$ cat config.mk
export PLATFORM = sky130hd
export DESIGN_NAME = mux_share_arbiter
export DESIGN_NICKNAME = d
export VERILOG_FILES = /design/src/rtl/mux_share_pkg.sv /design/src/rtl/rr_pick.sv /design/src/rtl/mux_share_arbiter.sv
export SDC_FILE = /design/constraint.sdc
export NUM_CORES = 1
export LEC_CHECK = 0
export CORE_MARGIN = 5
export CORE_UTILIZATION = 48
export DETAILED_ROUTE_END_ITERATION = 10
export PLACE_DENSITY_LB_ADDON = 0.12
export SYNTH_ARGS = -nofsm -noshare
export SYNTH_HDL_FRONTEND = slang
export SYNTH_SLANG_ARGS = --single-unit
$ cat constraint.sdc
create_clock -name clk -period 2.5 [get_ports clk]
set_clock_uncertainty 0.1 [all_clocks]
set_input_delay 0.5 -clock clk [delete_from_list [all_inputs] [get_ports clk]]
set_output_delay 0.5 -clock clk [all_outputs]
set_load 0.02 [all_outputs]
$ cat src/rtl/mux_share_pkg.sv
// Shared definitions for the MUX-unit sharing arbiter.
//   arb_state_t    : arbiter FSM states
//   DEF_NUM_REQ    : default number of requesters
//   DEF_HOLD_MAX   : default maximum consecutive grant cycles under contention
//   cnt_width()    : width of the hold counter for a given HOLD_MAX
package mux_share_pkg;

    typedef enum logic [1:0] {
        IDLE = 2'd0,
        BUSY = 2'd1,
        GAP  = 2'd2
    } arb_state_t;

    localparam int DEF_NUM_REQ  = 4;
    localparam int DEF_HOLD_MAX = 4;

    // Counter must represent 0..hold_max inclusive.
    function automatic int cnt_width(input int hold_max);
        return $clog2(hold_max + 1);
    endfunction

endpackage

$ cat src/rtl/rr_pick.sv
// Combinational round-robin selector.
//   req : request vector, one bit per requester
//   ptr : index where the search starts (wraps modulo NUM_REQ)
//   gnt : one-hot selection of the first set request at or after ptr
//   any : high when at least one request is set
module rr_pick #(
    parameter int NUM_REQ = 4,
    parameter int PTR_W   = $clog2(NUM_REQ)
) (
    input  logic [NUM_REQ-1:0] req,
    input  logic [PTR_W-1:0]   ptr,
    output logic [NUM_REQ-1:0] gnt,
    output logic               any
);

    // Two passes: first the indices at or above ptr, then the wrapped
    // indices below ptr. The first hit in that order wins.
    always_comb begin
        gnt = '0;
        any = 1'b0;
        for (int i = 0; i < NUM_REQ; i++) begin
            if (!any && req[i] && (i >= int'(ptr))) begin
                gnt[i] = 1'b1;
                any    = 1'b1;
            end
        end
        for (int i = 0; i < NUM_REQ; i++) begin
            if (!any && req[i] && (i < int'(ptr))) begin
                gnt[i] = 1'b1;
                any    = 1'b1;
            end
        end
    end

endmodule

$ cat src/rtl/mux_share_arbiter.sv
// Round-robin arbiter/sequencer sharing one single-bit MUX-built logic unit
// among NUM_REQ requesters.
//   clk, rst_n : clock, asynchronous active-low reset
//   req        : per-requester request (level)
//   a_in, b_in : per-requester operands
//   gnt        : registered one-hot grant, zero when idle or in the gap cycle
//   unit_a/b   : operands steered to the shared unit (zero when no grant)
//   unit_y     : combinational result from the shared unit
//   res_data   : registered unit_y
//   res_valid  : registered grant, marks the owner of res_data
module mux_share_arbiter
    import mux_share_pkg::*;
#(
    parameter int NUM_REQ  = DEF_NUM_REQ,
    parameter int HOLD_MAX = DEF_HOLD_MAX
) (
    input  logic               clk,
    input  logic               rst_n,
    input  logic [NUM_REQ-1:0] req,
    input  logic [NUM_REQ-1:0] a_in,
    input  logic [NUM_REQ-1:0] b_in,
    output logic [NUM_REQ-1:0] gnt,
    output logic               unit_a,
    output logic               unit_b,
    input  logic               unit_y,
    output logic               res_data,
    output logic [NUM_REQ-1:0] res_valid
);

    localparam int PTR_W = $clog2(NUM_REQ);
    localparam int CNT_W = cnt_width(HOLD_MAX);

    arb_state_t         state;
    logic [PTR_W-1:0]   ptr;
    logic [CNT_W-1:0]   hold_cnt;

    logic [NUM_REQ-1:0] pick_gnt;
    logic               pick_any;
    logic [PTR_W-1:0]   gidx;
    logic [PTR_W-1:0]   ptr_next;
    logic               owner_req;
    logic               others_req;
    logic               at_max;

    rr_pick #(
        .NUM_REQ (NUM_REQ),
        .PTR_W   (PTR_W)
    ) u_pick (
        .req (req),
        .ptr (ptr),
        .gnt (pick_gnt),
        .any (pick_any)
    );

    // Operand steering: AND-OR over the one-hot grant, so a zero grant
    // forces both operands low.
    assign unit_a = |(a_in & gnt);
    assign unit_b = |(b_in & gnt);

    // Index of the current owner, used to advance the pointer past it.
    always_comb begin
        gidx = '0;
        for (int i = 0; i < NUM_REQ; i++) begin
            if (gnt[i]) begin
                gidx = PTR_W'(i);
            end
        end
    end

    assign ptr_next   = (gidx == PTR_W'(NUM_REQ - 1)) ? '0 : gidx + PTR_W'(1);
    assign owner_req  = |(req & gnt);
    assign others_req = |(req & ~gnt);
    assign at_max     = (hold_cnt == CNT_W'(HOLD_MAX));

    always_ff @(posedge clk or negedge rst_n) begin
        if (!rst_n) begin
            state     <= IDLE;
            ptr       <= '0;
            hold_cnt  <= '0;
            gnt       <= '0;
            res_valid <= '0;
            res_data  <= 1'b0;
        end else begin
            // Result stage: one cycle behind the grant/operand stage.
            res_valid <= gnt;
            res_data  <= (state == BUSY) ? unit_y : 1'b0;

            case (state)
                IDLE, GAP: begin
                    if (pick_any) begin
                        gnt      <= pick_gnt;
                        hold_cnt <= CNT_W'(1);
                        state    <= BUSY;
                    end else begin
                        state    <= IDLE;
                    end
                end
                BUSY: begin
                    if (!owner_req || (at_max && others_req)) begin
                        // Release: one dead cycle lets the shared MUX selects settle.
                        gnt      <= '0;
                        ptr      <= ptr_next;
                        hold_cnt <= '0;
                        state    <= GAP;
                    end else if (at_max) begin
                        // Nobody else waiting: keep the grant, restart the budget.
                        hold_cnt <= CNT_W'(1);
                    end else begin
                        hold_cnt <= hold_cnt + CNT_W'(1);
                    end
                end
                default: begin
                    gnt      <= '0;
                    hold_cnt <= '0;
                    state    <= IDLE;
                end
            endcase
        end
    end

endmodule
==> key figures, run 1 <==
STA
  – Final Hold Fails: 0
  – Final clock period utilization by the worst path: about 93%
  – RSZ-0062 raised after global routing: false
  – Fin. max-slew vios: 0
  – Measured slew at the worst slew-check pin: 0.7160 ns
  – Setup TNS: 0 ns
  – Fmax: 0.4318 GHz
  – Minimum clock period: 2.316 ns
  – Final setup vio count: 0
  – Relative slew slack: roughly 52%

Floorplan
  – Initial core utilization: 49.74%
  – Number of top-level pins: 26
  – # rows: 15
  – Die area: between 2000 and 3000 um^2
  – Die X: between 50 and 60 um
  – Core area: 1708 um^2
  – Die Y: ~52 um

Setup path
  – Max incr delay on CP: 0.60 ns
  – CP bufs+invs: 2
  – Req. time, crit path: between 1.5 and 2 ns
  – Arr. time, crit path: 1.72 ns
  – Crit-path max FO: 1
  – CP max stage cell: clkdlybuf4s50_1
  – CP Capture Type: output pin
  – Critical path, cell by cell: clkdlybuf4s50_1 -> a22oi_1 -> nand2_1 -> clkdlybuf4s50_1
  – CP Class: in -> out
  – CP startpoint kind: primary input
  – Worst path top cell family by delay: buffers and inverters
  – Most used cell, CP: clkdlybuf4s50_1

Logic synthesis
  – Post-Syn Nets: 103
  – Top post-synthesis cells by area: dfrtp_1 47%, a22oi_1 6.2%, inv_1 5.3%, nand2b_1 3.7%, o21ai_0 3.5%
  – Netlist cell types: 27
  – Cell taking the most area after synthesis: dfrtp_1
  – Asr flop ratio synth: 100.0%
  – Synth warn: 0
  – Top cell type's share of synthesized area: between 40% and 50%
  – Syn_area_per_cell: 9.879 um^2
  – Most frequent cells after synthesis: 16 x dfrtp_1, 12 x inv_1, 7 x a22oi_1, 7 x nand2_1, 6 x o21ai_0
  – Cells after Synth: 86
  – Post-synthesis register bit count: 16
  – Post-synth EDFFs: 0
  – Seq/Total Area, Yosys: between 40% and 50%
  – Synth Flop Type: dfrtp_1
  – Post-Syn Area: 849.6 um^2
  – Top-count cell post-synth: dfrtp_1

Clock network
  – Clock transition at path regs: 0.09 ns
  – Postcts setup bufs: 0
  – Clock Root Buffer: clkbuf_4
  – Post-CTS Hold Buffers: 0
  – H-tree levels: 1
  – Clock tree buffer depth: 2
  – Num CTS Buffers: 3
  – Num Clock Sinks: 16
  – CTS tree: built
  – CTS-repair resized insts: 0
  – Clk_lat worst skew: 0.30 ns

Placed design
  – Gp weighted congestion: 0.8287
  – I/O Buffers: 25
  – Placed cells: 135
  – Dpl hpwl: about 1600 um

Run
  – Max Cap Viol: 0

Final layout
  – Final Net Count: 132
  – Register area: 400.4 um^2
  – Post-route insts no fill: 139
  – Diode count: 0
  – Share of layout cells above drive strength 1: under 10%
  – Multi-input logic area: between 300 and 400 um^2
  – Area Growth Syn to Fin: 36.82%
  – Fillers: roughly 140

Power and ir drop
  – Worst IR Drop VDD: 576.4 uV
  – Clk network pwr share: 15.3%
  – Combinational share of power: between 40% and 50%
  – P_sw: 0.0004791 W
  – Sw Ratio: 40.82%
  – Power density cells: 1010 nW/um^2
  – Pint: 0.0006947 W
  – Seq pwr share: 38.2%
  – Leak: 0.5246 nW

Detailed routing
  – Routed Antenna Nets: 0
  – Routed via count: 756
  – WL/cell: ~15 um
  – Drt via density: 5.439
  – Drt drc: 0
  – Final wirelength: slightly above 2000 um
  – 1st-pass router iterations: 4
  – Detailed router's first-iteration violation count: 7

Global routing
  – Number of global-route vias before repair: 770
  – Global-route wire length before repair: about 3500 um
  – Largest net degree at the start of global routing: 17
  – Total gr overflow: 0
  – Global router's overall resource usage: 18.39%
  – Initial antenna violation count: 0

Status
  – Run status: completed

Worst hold path
  – Worst min path class: reg -> reg
-- layout by cell type, fill, tap and decap left out, types with 2 or more instances in the layout --
cell and count:
clkdlybuf4s50_1 25, dfrtp_1 16, inv_1 12, a22oi_1 7, nand2_1 7, o21ai_0 6
nand2b_1 5, a21oi_1 5, or2b_1 3, clkbuf_4 3, nor2_1 2, a21oi_2 2
mux2i_1 2, a21o_1 2, o32ai_1 2, ha_1 2
-- registers in the layout, summed over array words and instances, names as in the netlist --
| signal | count |
|---|---|
| gnt | 4 |
| res_valid | 4 |
| hold_cnt | 3 |
| ptr | 2 |
| state | 2 |
| res_data | 1 |
-- per-layer routing --
metal | track usage, % | wire, um | part of all wire [%] | up-vias
li1 | - | - | - | 360
met1 | 20.91 | 881 | 43 | 371
met2 | 29.92 | 1035 | 50 | 20
met3 | 5.731 | 101 | 4.9 | 5
met4 | 10.92 | 45 | 2.2 | 0
met5 | 0 | 0 | 0 | -
-- layout make-up --
cell class / count / share of cell area [%]
Sequential cell: 16 / 34.45
Multi-Input combinational cell: 57 / 34.34
Timing Repair Buffer: 25 / 21.53
Inverter: 12 / 3.875
Clock buffer: 4 / 3.122
Tap cell: 25 / 2.691
-- final timing paths --
check | from | endpoint | slack [ns] | depth (start not counted)
max | a_in[3] | unit_a | 0.18 | 4
min | gnt[0] | res_valid[0] | 0.43 | 0
min in group asynchronous | rst_n | hold_cnt[1] | 0.51 | 1
min reg2reg | gnt[0] | res_valid[0] | 0.43 | 0
max in group asynchronous | rst_n | res_valid[1] | 1.32 | 1
max reg2reg | gnt[2] | ptr[0] | 0.79 | 4
-- metrics by stage --
stage	util, %	hold slack [ns]	setup WS, ns	cell area [um^2]	total power, W
2_1_floorplan	-	0.1044	0.8475	849.6	0.0007678
3_3_place_gp	65.93	0.4011	0.1965	1126	0.0009819
3_5_place_dp	65.93	0.4087	0.1758	1126	0.001001
4_1_cts	68.06	0.4339	0.1842	1162	0.001178
5_1_grt	68.06	0.4548	0.1406	1162	0.001256
6_report	68.06	0.4313	0.1842	1162	0.001174
-- cell families after synthesis --
family	share of synthesized area (%)
AND/OR/NAND/NOR	16.79
AO/OA/AOI/OAI	24.89
multiplexers	2.357
flip-flops	47.13
adder cells (fa/ha/maj)	2.945
buffers and inverters	5.890
-- power by group through the flow --
| stage | clock (W) | sequential (W) | combinational, W |
|---|---|---|---|
| 2_1_floorplan | 0 | 0.000466 | 0.000302 |
| 3_3_place_gp | 0 | 0.000450 | 0.000532 |
| 3_5_place_dp | 0 | 0.000452 | 0.000550 |
| 4_1_cts | 0.000180 | 0.000447 | 0.000551 |
| 5_1_grt | 0.000196 | 0.000466 | 0.000594 |
| 6_report | 0.000179 | 0.000449 | 0.000546 |
Note: power is estimated with default switching activity, not from simulation.
==> run 2, diff against run 1 <==
CORE_UTILIZATION = 45   (was 48)
clock period = 2.3 ns   (was 2.5 ns; I/O delays follow)
==> run 2 against run 1 <==
  * Non-clock buffer count is 4 higher
  * Die area grew 5.4%
  * Cell area grew 1.4%
  * Flip-flop and latch count stayed put
  * Critical path depth did not move
  * Sequential share of layout area decreased by 0.48 points
  * Global-route usage decreased by 1.1 points
  * Largest cell class unchanged
  * Largest power group unchanged
==> key figures, run 2 (synthesis gave the netlist of run 1 again) <==
STA
  – Fmax: 0.4477 GHz
  – Minimum clock period: 2.234 ns
  – Final clock period utilization by the worst path: between 90% and 100%
  – Measured slew at the worst slew-check pin: 0.7052 ns (was 0.7160 ns)
  – Fin. max-slew vios: 0 (unchanged)
  – Final worst setup slack: 0.06621 ns (was 0.1842 ns)
  – Final Hold Fails: 0 (unchanged)
  – Final setup vio count: 0 (unchanged)
  – Setup TNS: 0 ns (unchanged)
  – Relative slew slack: 52.84% (was 52.11%)
  – WHS: 0.4234 ns (was 0.4313 ns)
  – RSZ-0062 raised after global routing: false (unchanged)

Global routing
  – Largest net degree at the start of global routing: 17 (unchanged)
  – Global router's overall resource usage: 17.29% (was 18.39%)
  – Total gr overflow: 0 (unchanged)
  – Initial antenna violation count: 0 (unchanged)
  – Number of global-route vias before repair: 803 (was 770)
  – Global-route wire length before repair: 3588 um (was 3532 um)

Clock network
  – Clock transition at path regs: 0.09 ns (about the same)
  – H-tree levels: 1 (unchanged)
  – Clk_lat worst skew: 0.28 ns (was 0.30 ns)
  – Post-CTS Hold Buffers: 0 (unchanged)
  – CTS tree: built (unchanged)
  – Clock tree buffer depth: 2 (unchanged)
  – Num CTS Buffers: 3 (unchanged)
  – Clock Root Buffer: clkbuf_4 (unchanged)
  – CTS-repair resized insts: 0 (unchanged)
  – Postcts setup bufs: 0 (unchanged)
  – Num Clock Sinks: 16 (unchanged)

Final layout
  – Most frequent cells in the layout: 25 x clkdlybuf4s50_1, 16 x dfrtp_1, 12 x inv_1 (unchanged)
  – Area Growth Syn to Fin: 38.73% (was 36.82%)
  – Share of layout cells above drive strength 1: 11.11% (was 8.772%)
  – Commonest non-fill, non-tap cell in the layout: clkdlybuf4s50_1 (unchanged)
  – Final Net Count: 136 (was 132)
  – Post-layout instance area: 1179 um^2 (was 1162 um^2)
  – Largest registers: gnt: 4 flops, res_valid: 4 flops, hold_cnt: 3 flops (unchanged)
  – Diode count: 0 (unchanged)
  – Final core occ: 66.81% (was 68.06%)

Run
  – Max Cap Viol: 0 (unchanged)

Setup path
  – Max incr delay on CP: 0.59 ns (was 0.60 ns)
  – CP Class: in -> out (unchanged)
  – Arr. time, crit path: 1.67 ns (was 1.72 ns)
  – Critical path, cell by cell: clkdlybuf4s50_1 -> a22oi_1 -> nand2_1 -> clkdlybuf4s50_1 (unchanged)
  – CP startpoint kind: primary input (unchanged)
  – Most used cell, CP: clkdlybuf4s50_1 (unchanged)
  – Crit-path max FO: 1 (unchanged)
  – CP Capture Type: output pin (unchanged)
  – Req. time, crit path: 1.74 ns (was 1.90 ns)
  – CP max stage cell: clkdlybuf4s50_1 (unchanged)
  – Reg2Reg Setup Slack: 0.58 ns (was 0.79 ns)

Worst hold path
  – Worst min path class: reg -> reg (unchanged)

Floorplan
  – Die area: 2857 um^2 (was 2711 um^2)
  – Die Y: 53.45 um (was 52.07 um)
  – Number of top-level pins: 26 (unchanged)
  – Core area: 1764 um^2 (was 1708 um^2)
  – Die X: 53.45 um (was 52.07 um)
  – Initial core utilization: 48.16% (was 49.74%)
  – # rows: 15 (unchanged)

Placed design
  – Gp weighted congestion: 0.8489 (was 0.8287)
  – Placed inst area: 1156 um^2 (was 1126 um^2)
  – I/O Buffers: 25 (unchanged)
  – Pre-CTS setup slack: 0.05828 ns (was 0.1758 ns)
  – Dpl hpwl: 1482 um (was 1569 um)

Detailed routing
  – Routed Antenna Nets: 0 (unchanged)
  – Drt via density: 5.310 (was 5.439)
  – Routed via count: 754 (was 756)
  – Detailed router's first-iteration violation count: 19 (was 7)
  – Drt drc: 0 (unchanged)
  – WL/cell: 13.85 um (was 14.85 um)
  – 1st-pass router iterations: 4 (unchanged)
  – Final wirelength: 1967 um (was 2064 um)

Power and ir drop
  – Power density cells: 1041 nW/um^2 (was 1010 nW/um^2)
  – Leak: 0.5371 nW (was 0.5246 nW)
  – Worst IR Drop VDD: 665.0 uV (was 576.4 uV)

Status
  – Run status: completed (unchanged)
==> run 2: cell types whose count changed in the layout (fill, tap and decap cells not counted) <==
cell      change
buf_4         +4
clkbuf_8      -1
==> run 2: final timing paths <==
| kind | cells after the start | endpoint | from |
|---|---|---|---|
| min in group asynchronous | 1 | gnt[3] | rst_n |
| setup / recovery | 4 | unit_b | b_in[0] |
| max in group asynchronous | 1 | state[0] | rst_n |
| hold reg to reg | 0 | res_valid[3] | gnt[3] |
| hold / removal | 0 | res_valid[3] | gnt[3] |
| setup reg to reg | 5 | ptr[0] | gnt[2] |
==> run 2: area by class of cell <==
cell class | instances | area [um^2]
fillers | 169 | 585.6
flip-flops and latches | 16 | 400.4
repair buffers | 29 | 280.3
inverters | 12 | 45.04
well taps | 25 | 31.28
clock buffers | 3 | 22.52
multi-input cells | 57 | 399.1
==> run 2: through the flow <==
stage,total power [W],cells
finish,0.001227,142
global route,0.001326,142
CTS,0.001231,142
detailed placement,0.001088,139
global placement,0.001072,139
floorplan,0.0008346,86
==> run 2: power by group <==
group | leakage [nW] | switching (W) | total [W] | internal, W
logic | 0.315 | 0.000312 | 0.000605 | 0.000293
clock network | 0.0138 | 0.0000841 | 0.000145 | 0.0000607
registers | 0.208 | 0.000103 | 0.000477 | 0.000374
==> run 2: routing by layer <==
layer	vias up	share of wire [%]	GRT usage (%)	wire length [um]
met1	356	43	20.59	855
met5	-	0	0	0
met4	0	0	6.383	0
li1	368	-	-	-
met2	30	45	29.18	882
met3	0	12	4.789	229
==> run 2: critical path: cells and delay by family <==
| kind | cells | cell delay, ns |
|---|---|---|
| simple gates | 1 | 0.07 |
| compound gates | 1 | 0.08 |
| buf+inv | 2 | 1.06 |
==> run 3, diff against run 2 <==
CORE_UTILIZATION = 40   (was 45)
PLACE_DENSITY = 0.69   (was default)
PLACE_DENSITY_LB_ADDON = default   (was 0.12)
==> run 3 against run 2 <==
  * Critical path type unchanged
  * Register-to-register slack better by 0.04 ns
  * Wire length is 2.9% higher
  * Highest routed layer is now met4
  * Via count is 0.13% higher
  * Combinational power is 2% lower
==> key figures, run 3 (synthesis gave the netlist of run 1 again) <==
Status
  – Run status: completed (unchanged)

Detailed routing
  – Detailed router's first-iteration violation count: 14 (was 19)
  – Routed Antenna Nets: 0 (unchanged)
  – Final wirelength: 2024 um (was 1967 um)
  – WL/cell: 13.96 um (was 13.85 um)
  – 1st-pass router iterations: 2 (was 4)
  – Drt via density: 5.207 (was 5.310)
  – Routed via count: 755 (was 754)
  – Drt drc: 0 (unchanged)

Final layout
  – Final Net Count: 136 (unchanged)
  – Diode count: 0 (unchanged)
  – Commonest non-fill, non-tap cell in the layout: clkdlybuf4s50_1 (unchanged)
  – Post-route insts no fill: 145 (was 142)
  – Most frequent cells in the layout: 25 x clkdlybuf4s50_1, 16 x dfrtp_1, 12 x inv_1 (unchanged)
  – Post-layout instance area: 1195 um^2 (was 1179 um^2)
  – Share of layout cells above drive strength 1: 11.86% (was 11.11%)
  – Largest registers: gnt: 4 flops, res_valid: 4 flops, hold_cnt: 3 flops (unchanged)
  – Area Growth Syn to Fin: 40.65% (was 38.73%)

Global routing
  – Total gr overflow: 0 (unchanged)
  – Largest net degree at the start of global routing: 17 (unchanged)
  – Global-route wire length before repair: 3339 um (was 3588 um)
  – Global router's overall resource usage: 13.53% (was 17.29%)
  – Number of global-route vias before repair: 736 (was 803)
  – Initial antenna violation count: 0 (unchanged)

Clock network
  – Clk_lat worst skew: 0.30 ns (was 0.28 ns)
  – CTS tree: built (unchanged)
  – Num Clock Sinks: 16 (unchanged)
  – Num CTS Buffers: 3 (unchanged)
  – Clock transition at path regs: 0.10 ns (was 0.09 ns)
  – CTS-repair resized insts: 0 (unchanged)
  – H-tree levels: 1 (unchanged)
  – Clock Root Buffer: clkbuf_4 (unchanged)
  – Post-CTS Hold Buffers: 0 (unchanged)
  – Clock tree buffer depth: 2 (unchanged)
  – Postcts setup bufs: 0 (unchanged)

Worst hold path
  – Worst min path class: in -> async (was reg -> reg)

Placed design
  – Placed inst area: 1159 um^2 (was 1156 um^2)
  – Placed cells: 141 (was 139)
  – I/O Buffers: 25 (unchanged)
  – Dpl hpwl: 1551 um (was 1482 um)
  – Gp weighted congestion: 0.9489 (was 0.8489)

Floorplan
  – Die X: 56.09 um (was 53.45 um)
  – Initial core utilization: 42.44% (was 48.16%)
  – Die area: 3146 um^2 (was 2857 um^2)
  – # rows: 16 (was 15)
  – Die Y: 56.09 um (was 53.45 um)
  – Number of top-level pins: 26 (unchanged)
  – Core area: 2002 um^2 (was 1764 um^2)

Power and ir drop
  – Sw Ratio: 40.16% (was 40.66%)
  – Worst IR Drop VDD: 704.6 uV (was 665.0 uV)
  – Pint: 0.0007586 W (was 0.0007280 W)
  – Clk network pwr share: 14.9% (was 11.8%)
  – Seq pwr share: 38.4% (was 38.9%)
  – Combinational share of power: 46.7% (was 49.3%)
  – Leak: 0.5438 nW (was 0.5371 nW)
  – Power density cells: 1061 nW/um^2 (was 1041 nW/um^2)
  – P_sw: 0.0005090 W (was 0.0004989 W)

Setup path
  – CP startpoint kind: primary input (unchanged)
  – Arr. time, crit path: 1.67 ns (about the same)
  – CP Class: in -> out (unchanged)
  – Crit-path max FO: 1 (unchanged)
  – CP Capture Type: output pin (unchanged)
  – Crit Reg-Reg Endpoint: ptr[0] (unchanged)
  – Reg2Reg Setup Slack: 0.62 ns (was 0.58 ns)
  – Reg2Reg Depth: 4 (was 5)
  – RR Startpoint: gnt[2] (unchanged)
  – Req. time, crit path: 1.74 ns (about the same)

STA
  – Final clock period utilization by the worst path: 97.13% (was 97.12%)
  – Minimum clock period: 2.234 ns (about the same)
  – Final Hold Fails: 0 (unchanged)
  – RSZ-0062 raised after global routing: false (unchanged)
  – Fmax: 0.4476 GHz (was 0.4477 GHz)
  – Relative slew slack: 77.38% (was 52.84%)
  – Fin. max-slew vios: 0 (unchanged)
  – Final setup vio count: 0 (unchanged)
  – Measured slew at the worst slew-check pin: 0.3393 ns (was 0.7052 ns)
  – Setup TNS: 0 ns (unchanged)

Run
  – Max Cap Viol: 0 (unchanged)
==> run 3: layer usage <==
layer | share of wire [%] | GRT usage [%]
met2 | 47 | 22.37
met1 | 46 | 16.48
met3 | 5.1 | 3.248
met4 | 1.9 | 6.102
met5 | 0 | 0
==> run 3: final cells by class <==
class                           count  area [um^2]
Multi-Input combinational cell     57        399.1
Inverter                           12        45.04
Sequential cell                    16        400.4
Tap cell                           27        33.78
Fill cell                         186        807.0
Timing Repair Buffer               29        280.3
Clock buffer                        4        36.28
==> run 3: worst max-delay path by stage <==
stage,from,end,slack (ns),cells past startpoint
floorplan,req[0],hold_cnt[2],0.69,4
global placement,b_in[1],unit_b,0.08,4
detailed placement,b_in[1],unit_b,0.06,4
CTS,b_in[1],unit_b,0.06,4
global route,b_in[1],unit_b,0.004,4
finish,b_in[1],unit_b,0.07,4
==> run 3: power by group through the flow <==
| stage | sequential [W] | combinational (W) | clock [W] |
|---|---|---|---|
| finish | 0.000486 | 0.000592 | 0.000190 |
| global route | 0.000502 | 0.000650 | 0.000200 |
| CTS | 0.000485 | 0.000600 | 0.000190 |
| detailed placement | 0.000492 | 0.000598 | 0 |
| global placement | 0.000488 | 0.000585 | 0 |
| floorplan | 0.000507 | 0.000328 | 0 |
==> run 3: stage by stage <==
step                       power, W  hold WS [ns]  utilization (%)  setup slack (ns)
after floorplan           0.0008346       0.06441                -            0.6875
after global placement     0.001073        0.4061            57.88           0.07732
after detailed placement   0.001090        0.4081            57.88           0.05629
after CTS                  0.001275        0.3882            59.69           0.05732
after global routing       0.001352        0.4005            59.69          0.003791
final                      0.001268        0.3730            59.69           0.06609
==> run 3: worst max-delay path, cell delays in order <==
cell	delay, ns
clkdlybuf4s50_1	0.45
a22oi_1	0.08
nand2_1	0.08
clkdlybuf4s50_1	0.60
